### src/rtl/params_pkg.sv
// Shared parameters and types for the DMA stream environment.
// Holds the loopback buffer defaults and its output FSM encoding.
package params_pkg;

  localparam int DATA_WIDTH     = 32;
  localparam int KEEP_WIDTH     = DATA_WIDTH / 8;
  localparam int LOOPBACK_DEPTH = 16;

  typedef enum logic {
    IDLE,
    SEND
  } loopback_state_e;

endpackage

### src/rtl/axis_sync_fifo.sv
// Generic synchronous first-word-fall-through FIFO.
// Head entry is always visible on rd_data while not empty.
module axis_sync_fifo #(
  parameter int WIDTH = 8,
  parameter int DEPTH = 16
) (
  input  logic                   clk,
  input  logic                   reset,
  input  logic                   wr_en,
  input  logic [WIDTH-1:0]       wr_data,
  input  logic                   rd_en,
  output logic [WIDTH-1:0]       rd_data,
  output logic                   full,
  output logic                   empty,
  output logic [$clog2(DEPTH):0] count
);

  localparam int AW = $clog2(DEPTH);
  localparam int CW = AW + 1;
  localparam logic [CW-1:0] FULL_CNT = CW'(DEPTH);

  logic [WIDTH-1:0] mem [DEPTH];
  logic [AW-1:0]    wr_ptr;
  logic [AW-1:0]    rd_ptr;
  logic             do_wr;
  logic             do_rd;

  assign full    = count == FULL_CNT;
  assign empty   = count == '0;
  assign do_wr   = wr_en && !full;
  assign do_rd   = rd_en && !empty;
  assign rd_data = mem[rd_ptr];

  always_ff @(posedge clk) begin
    if (do_wr) begin
      mem[wr_ptr] <= wr_data;
    end
  end

  always_ff @(posedge clk) begin
    if (reset) begin
      wr_ptr <= '0;
      rd_ptr <= '0;
      count  <= '0;
    end else begin
      if (do_wr) begin
        wr_ptr <= wr_ptr + AW'(1);
      end
      if (do_rd) begin
        rd_ptr <= rd_ptr + AW'(1);
      end
      unique case (1'b1)
        (do_wr && !do_rd): count <= count + CW'(1);
        (do_rd && !do_wr): count <= count - CW'(1);
        default: ;
      endcase
    end
  end

endmodule

### src/rtl/axis_dma_loopback.sv
// AXI4-Stream loopback between the DMA MM2S and S2MM channels.
// Cut-through or store-and-forward release, with frame and overrun status.
module axis_dma_loopback #(
  parameter int DATA_WIDTH = params_pkg::DATA_WIDTH,
  parameter int DEPTH      = params_pkg::LOOPBACK_DEPTH,
  parameter bit STORE_FWD  = 1'b0
) (
  input  logic                      axi_aclk,
  input  logic                      axi_reset,
  input  logic [DATA_WIDTH-1:0]     s_axis_tdata,
  input  logic [DATA_WIDTH/8-1:0]   s_axis_tkeep,
  input  logic                      s_axis_tvalid,
  output logic                      s_axis_tready,
  input  logic                      s_axis_tlast,
  output logic [DATA_WIDTH-1:0]     m_axis_tdata,
  output logic [DATA_WIDTH/8-1:0]   m_axis_tkeep,
  output logic                      m_axis_tvalid,
  input  logic                      m_axis_tready,
  output logic                      m_axis_tlast,
  output logic [$clog2(DEPTH):0]    occupancy,
  output logic [15:0]               frame_count,
  output logic                      overrun
);

  import params_pkg::*;

  localparam int KW = DATA_WIDTH / 8;
  localparam int CW = $clog2(DEPTH) + 1;
  localparam int BW = DATA_WIDTH + KW + 1;
  localparam logic [CW-1:0] FULL_CNT = CW'(DEPTH);

  loopback_state_e state;
  loopback_state_e state_next;

  logic [BW-1:0] head;
  logic          fifo_full;
  logic          fifo_empty;
  logic [CW-1:0] occ_next;
  logic [CW-1:0] frames_in;
  logic [CW-1:0] frames_next;
  logic          push;
  logic          pop;
  logic          push_last;
  logic          pop_last;
  logic          ovr_now;
  logic          ovr_next;
  logic          rel_now;
  logic          rel_next;
  logic          ovr_set;

  assign push      = s_axis_tvalid && s_axis_tready && !fifo_full;
  assign m_axis_tvalid = (state == SEND) && !fifo_empty;
  assign pop       = m_axis_tvalid && m_axis_tready;
  assign push_last = push && s_axis_tlast;
  assign pop_last  = pop && head[BW-1];

  // Idle outputs read as zero so nothing stale leaks out of the RAM.
  assign {m_axis_tlast, m_axis_tkeep, m_axis_tdata} =
    m_axis_tvalid ? head : '0;

  axis_sync_fifo #(
    .WIDTH (BW),
    .DEPTH (DEPTH)
  ) u_fifo (
    .clk     (axi_aclk),
    .reset   (axi_reset),
    .wr_en   (push),
    .wr_data ({s_axis_tlast, s_axis_tkeep, s_axis_tdata}),
    .rd_en   (pop),
    .rd_data (head),
    .full    (fifo_full),
    .empty   (fifo_empty),
    .count   (occupancy)
  );

  always_comb begin
    occ_next    = occupancy;
    frames_next = frames_in;
    unique case (1'b1)
      (push && !pop): occ_next = occupancy + CW'(1);
      (pop && !push): occ_next = occupancy - CW'(1);
      default: ;
    endcase
    unique case (1'b1)
      (push_last && !pop_last): frames_next = frames_in + CW'(1);
      (pop_last && !push_last): frames_next = frames_in - CW'(1);
      default: ;
    endcase
  end

  // A full FIFO with no complete frame can never release otherwise.
  always_comb begin
    ovr_now  = STORE_FWD && (frames_in == '0) && (occupancy == FULL_CNT);
    ovr_next = STORE_FWD && (frames_next == '0) && (occ_next == FULL_CNT);
    if (STORE_FWD) begin
      rel_now  = (frames_in != '0) || ovr_now;
      rel_next = (frames_next != '0) || ovr_next;
    end else begin
      rel_now  = occupancy != '0;
      rel_next = occ_next != '0;
    end
  end

  always_comb begin
    state_next = state;
    ovr_set    = 1'b0;
    unique case (state)
      IDLE: begin
        if (rel_now) begin
          state_next = SEND;
          ovr_set    = ovr_now;
        end
      end
      SEND: begin
        if (pop_last) begin
          if (rel_next) begin
            ovr_set = ovr_next;
          end else begin
            state_next = IDLE;
          end
        end
      end
      default: state_next = IDLE;
    endcase
  end

  always_ff @(posedge axi_aclk) begin
    if (axi_reset) begin
      state         <= IDLE;
      s_axis_tready <= 1'b0;
      frames_in     <= '0;
      frame_count   <= '0;
      overrun       <= 1'b0;
    end else begin
      state         <= state_next;
      s_axis_tready <= occ_next < FULL_CNT;
      frames_in     <= frames_next;
      if (pop_last) begin
        frame_count <= frame_count + 16'd1;
      end
      if (ovr_set) begin
        overrun <= 1'b1;
      end
    end
  end

endmodule

### config.mk
export PLATFORM = sky130hd
export DESIGN_NAME = axis_dma_loopback
export DESIGN_NICKNAME = d
export VERILOG_FILES = /design/src/rtl/params_pkg.sv /design/src/rtl/axis_sync_fifo.sv /design/src/rtl/axis_dma_loopback.sv
export SDC_FILE = /design/constraint.sdc
export NUM_CORES = 1
export LEC_CHECK = 0
export CORE_ASPECT_RATIO = 0.8
export CORE_UTILIZATION = 50
export DETAILED_ROUTE_END_ITERATION = 7
export GPL_ROUTABILITY_DRIVEN = 0
export HOLD_SLACK_MARGIN = 0.1
export PLACE_DENSITY_LB_ADDON = 0.3
export SYNTH_ARGS = -nofsm -noshare
export SYNTH_HDL_FRONTEND = slang
export SYNTH_HIERARCHICAL = 1
export SYNTH_SLANG_ARGS = --single-unit
### constraint.sdc
create_clock -name axi_aclk -period 5.4 [get_ports axi_aclk]
set_input_delay 1.35 -clock axi_aclk [delete_from_list [all_inputs] [get_ports axi_aclk]]
set_output_delay 1.35 -clock axi_aclk [all_outputs]
set_load 0.1 [all_outputs]
# Word-level counts from Yosys, hierarchy flattened
# Memory sizes are Yosys's and may differ from the RTL's. A register that Yosys moved wholly into a read port is not among the register bits.
# Cells that the tools add are included.
# classes
mux,11
n_eq_ne,1
order_cmp,1
reduce_logical,21
multipliers,0
div,0
add_sub_neg,5
n_shift,0
n_bitwise,1
# ops
op,n
2-to-1 mux 37 bit,1
one-hot mux 5 bit (2 select lines),2
adder 16 x 1 -> 16 bit (second input constant),1
logical AND 1 bit,11
nonzero test 5 bit,2
adder 4 x 1 -> 4 bit (second input constant),2
2-to-1 mux 4 bit,2
logical NOT 1 bit,6
adder 5 x 1 -> 5 bit (second input constant),1
== test 5 bit (second input constant),1
logical NOT 5 bit,1
< comparator 5 bit (second input constant),1
2-to-1 mux 1 bit,5
subtractor 5 x 1 -> 5 bit (second input constant),1
one-hot mux 1 bit (2 select lines),1
nonzero test 2 bit,1
inverter 1 bit,1
# word_totals
elab_cells,47
rom_bits,0
ff_bits,31
latchBits,0
ramBits,592
output_inout_bits,61
input_bits,41
memories,1
# memory_table
memory,depth,word_bits,rd,rd_clocked_by_memory_dff,wr,line,text
u_fifo.mem,16,37,1,1,1,axis_sync_fifo.sv:22,logic [WIDTH-1:0] mem [DEPTH];

# Logic depth before layout (Yosys ltp)
# depth
word_depth,11
mapped_depth,15
mapped_depth_nobuf,13

# Cells and area by module
# Netlist, hierarchy kept.
# by_module_without_submodules
mod,seq_area_each_um2,area_each_um2,cells_each,instances
axis_sync_fifo,18117.4,23483.8,939,1
axis_dma_loopback,360.3,1325.0,167,1

# Worst setup path before layout
# No wires, ideal clock.
# synth_path
kind,register to register
startpoint,reg u_fifo.count[1]
endpoint,"mem u_fifo/mem[3][0] (netlist name), enable pin"
path_buffers,1
required_time_ns,4.923
setup_ns,0.477
slack_ns,-0.100
arrival_time_ns,5.022
synth_period_minus_slack_ns,5.500
stages_incl_launch_ff,9
cell_sequence,dfxtp_1 clkbuf_1 nor4_4 and2_1 or2_2 inv_1 a21boi_2 nand2_1 nor3_1
# synth_between
elab_chain_len,6
# synth_rtl
item,line,text
from (decl),axis_sync_fifo.sv:15,output logic [$clog2(DEPTH):0] count
from (signal assigned),axis_sync_fifo.sv:53,(do_wr && !do_rd): count <= count + CW'(1);
from (signal assigned),axis_sync_fifo.sv:54,(do_rd && !do_wr): count <= count - CW'(1);
== test 5 bit,axis_sync_fifo.sv:28,assign full = count == FULL_CNT;
net fifo_full,axis_dma_loopback.sv:36,logic fifo_full;
logical NOT 1 bit,axis_dma_loopback.sv:51,assign push = s_axis_tvalid && s_axis_tready && !fifo_full;
logical AND 1 bit,axis_dma_loopback.sv:51,
net push,axis_dma_loopback.sv:41,logic push;
logical AND 1 bit,axis_sync_fifo.sv:30,assign do_wr = wr_en && !full;
2-to-1 mux 1 bit,axis_sync_fifo.sv:35,if (do_wr) begin
2-to-1 mux 1 bit (not written as such),axis_sync_fifo.sv:36,mem[wr_ptr] <= wr_data;
to (decl),axis_sync_fifo.sv:22,
# The timed path passes the listed nets, and every way through them passes these cells.

==> results.json <==
{
  "outcome": "complete, no violations",
  "yosysTopAreaCellShare_pct": 71.7,
  "grt_start_max_net_pins": 60,
  "synth_top_family_by_area": "multiplexers",
  "final_common_cell": "edfxtp_1",
  "mappedNetlistArea_um2": 24800,
  "drive_gt1_share_pct": 24.8,
  "final_nets": 1294,
  "worst_pin_slew_ns": 0.978,
  "max_cap_violations": 0,
  "critPathKind": "reg -> out",
  "skew_ns": 0.0280,
  "layout_common_cells": "592 x edfxtp_1, 125 x mux4_2, 69 x buf_4, 62 x clkdlybuf4s50_1, 60 x mux4_1",
  "die_h_um": 201,
  "arrival_ns": 3.25,
  "pin_count": 102,
  "avgRoutedWirePerCell_um": 25.6,
  "fmax_mhz": 217,
  "vias": 11414,
  "clk_latency_ns": 0.60,
  "synth_simple_gate_area_share_pct": 3.62,
  "yosysWarnings": 6,
  "hold_end": "u_fifo/rd_ptr[3]",
  "min_period_ns": 4.60,
  "totalWireLength_um": 49000,
  "syn_area_per_cell_um2": 22.4,
  "overflow": 0,
  "clk_root_buffer_cell": "clkbuf_16",
  "seqPwrFrac_pct": 54.6,
  "numPortBuffers": 100,
  "synthXorXnorAreaFrac_pct": 1.02,
  "synth-edff-count": 592,
  "synth-adder-area-share_pct": 0.605,
  "numCtsBuffers": 57,
  "drtAntennaViolNets": 0,
  "fp.dieW_um": 251,
  "synth_compound_area_share_pct": 0.560,
  "core_um2": 48600,
  "areaGrowthSynthToFinish_pct": 14.9,
  "required_ns": 4.05,
  "crit_path_start_kind": "flip-flop",
  "tns_ns": 0,
  "worst_setup_path_end_kind": "output pin",
  "synth-seq-cells": 627,
  "worst-path-max-fanout": 59,
  "powerDensity_nw_per_um2": 344,
  "dpl_worst_slack_ns": 0.987,
  "synth_top_area_cell": "edfxtp_1",
  "cts.sinks": 627,
  "grt_use_total_pct": 19.7,
  "antenna_found_initial": 0,
  "slew-limit-headroom_pct": 34.6,
  "ctsHtreeMaxLevel": 2,
  "synth_area_leaders": "edfxtp_1 72%, mux4_2 11%, mux4_1 6.4%",
  "yosysSeqAreaShare_pct": 74.5,
  "grt_pass1_wl_um": 73900,
  "setup_violations": 0,
  "power.total_mw": 9.81,
  "hold_violations": 0,
  "r2r_setup_slack_ns": 1.46,
  "rsz0062_at_grt": "false",
  "synthArstFlopShare_pct": 0,
  "ctsResizeCount": 0,
  "hp-class": "reg -> reg",
  "tritoncts": "built",
  "synthCells": 1106,
  "hpwl_um": 28000,
  "r2r_end": "state",
  "holdCritStartpoint": "u_fifo/rd_ptr[3]",
  "reg2reg_from": "u_fifo/count[2]",
  "switching_share_pct": 20.0,
  "switchingPower_mw": 1.97,
  "start_util_pct": 51.0,
  "synth_top_flop_cell": "edfxtp_1",
  "cts_hold_buf": 0,
  "drc_errors": 0,
  "slew_viol_final": 0,
  "synth_cell_types": 52,
  "p_int_mw": 7.84,
  "leakage_nw": 8.92,
  "synth.area.mux_share_pct": 18.0,
  "clk_pin_slew_worst_paths_ns": 0.06,
  "finalWorstSetupSlack_ns": 0.798,
  "drt_pass1_iterations": 5,
  "syn_nets": 1159,
  "dr.first_iter.drc_count": 910,
  "post_cts_buffers": 0,
  "reg2reg_depth": 12,
  "irDropWorstVdd_uv": 249,
  "antennaDiodeCount": 0,
  "post-route-period-util_pct": 85.2,
  "grt_pass1_vias": 11479,
  "comb_power_share_pct": 3.0,
  "viasPerCell": 5.95,
  "die-area_um2": 50500,
  "holdWs_ns": 0.515,
  "clock_power_share_pct": 42.4,
  "min_path_cells": 2,
  "rows": 72,
  "clk_path_buf_depth": 3
}
[cell families (layout without fill, tap and decap cells)]
group / count (synthesis) / in the layout
multiplexers: 191 / 191
flip-flops: 627 / 627
AO/OA/AOI/OAI: 19 / 19
adder cells (fa/ha/maj): 12 / 12
XOR/XNOR: 29 / 29
buffers and inverters: 64 / 246
AND/OR/NAND/NOR: 163 / 163
other: 1 / 1
[critical path, stage by stage (launching register included)]
cell     delay [ns]
dfxtp_4        0.59
buf_12         0.40
mux4_1         0.63
mux4_2         0.50
and2_1         0.19
buf_4          0.24
[sequential cells by signal, summed over array words and instances, names as in the netlist, named ones only]
register	flops
u_fifo/rd_ptr	4
state	1
u_fifo/count	5
u_fifo/wr_ptr	4
frame_count	16
u_fifo/mem	592
s_axis_tready	1
[synthesized netlist by cell type (all sizes together) (2+ instances only)]
cell type,instances
inv,5
nand2,17
nor4,3
and3,3
a21oi,5
o31a,2
nand2b,5
o21ai,4
dfxtp,35
and4,2
nor3b,3
nand4,8
o21a,2
nor2,51
edfxtp,592
xor2,18
mux2,2
nand3,6
xnor2,11
buf,31
clkbuf,28
mux4,185
mux2i,4
nor2b,3
nor4b,3
and2,40
nor3,10
a21boi,2
nand4bb,2
ha,12
[power by group through the flow]
stage	combinational (mW)	clock, mW	sequential, mW
6_report	0.296	4.16	5.35
4_1_cts	0.302	4.25	5.35
3_3_place_gp	0.294	0	5.46
5_1_grt	0.318	4.42	5.36
2_1_floorplan	0.150	0	5.47
3_5_place_dp	0.301	0	5.46
[routing by layer]
metal  GRT usage (%)  wire length, um  up-vias
met5               0                0        -
li1                -                -     4931
met4            4.31              850        0
met2            30.9            23500      300
met1            29.7            22200     6110
met3            3.03             2460       73
[stage by stage]
| step | util (%) | cells | cell area [um2] |
|---|---|---|---|
| final | 58.6 | 1917 | 28500 |
| after CTS | 58.6 | 1917 | 28500 |
| after detailed placement | 54.6 | 1811 | 26600 |
| after floorplan | - | 1106 | 24800 |
| after global routing | 58.6 | 1917 | 28500 |
| after global placement | 54.6 | 1811 | 26600 |
[area by class of cell]
type,instances,area [um2]
Timing Repair Buffer,135,1220
Tap cell,629,787
Clock inverter,43,464
Clock buffer,63,1480
Inverter,5,18.8
Sequential cell,627,18500
Fill cell,3507,20100
Multi-Input combinational cell,415,6040
[how the worst max path moves through the flow]
stage	start	to	slack, ns	depth (start not counted)
final	flip-flop	m_axis_tdata[0]	0.80	5
after global routing	flip-flop	m_axis_tdata[0]	0.67	5
after CTS	flip-flop	m_axis_tdata[0]	0.72	5
after global placement	s_axis_tvalid	u_fifo/mem[15][15]	1.02	8
after floorplan	u_fifo/count[1]	m_axis_tdata[28]	0.47	6
after detailed placement	s_axis_tvalid	u_fifo/mem[15][15]	0.99	8
Note: power is estimated with default switching activity, not from simulation.
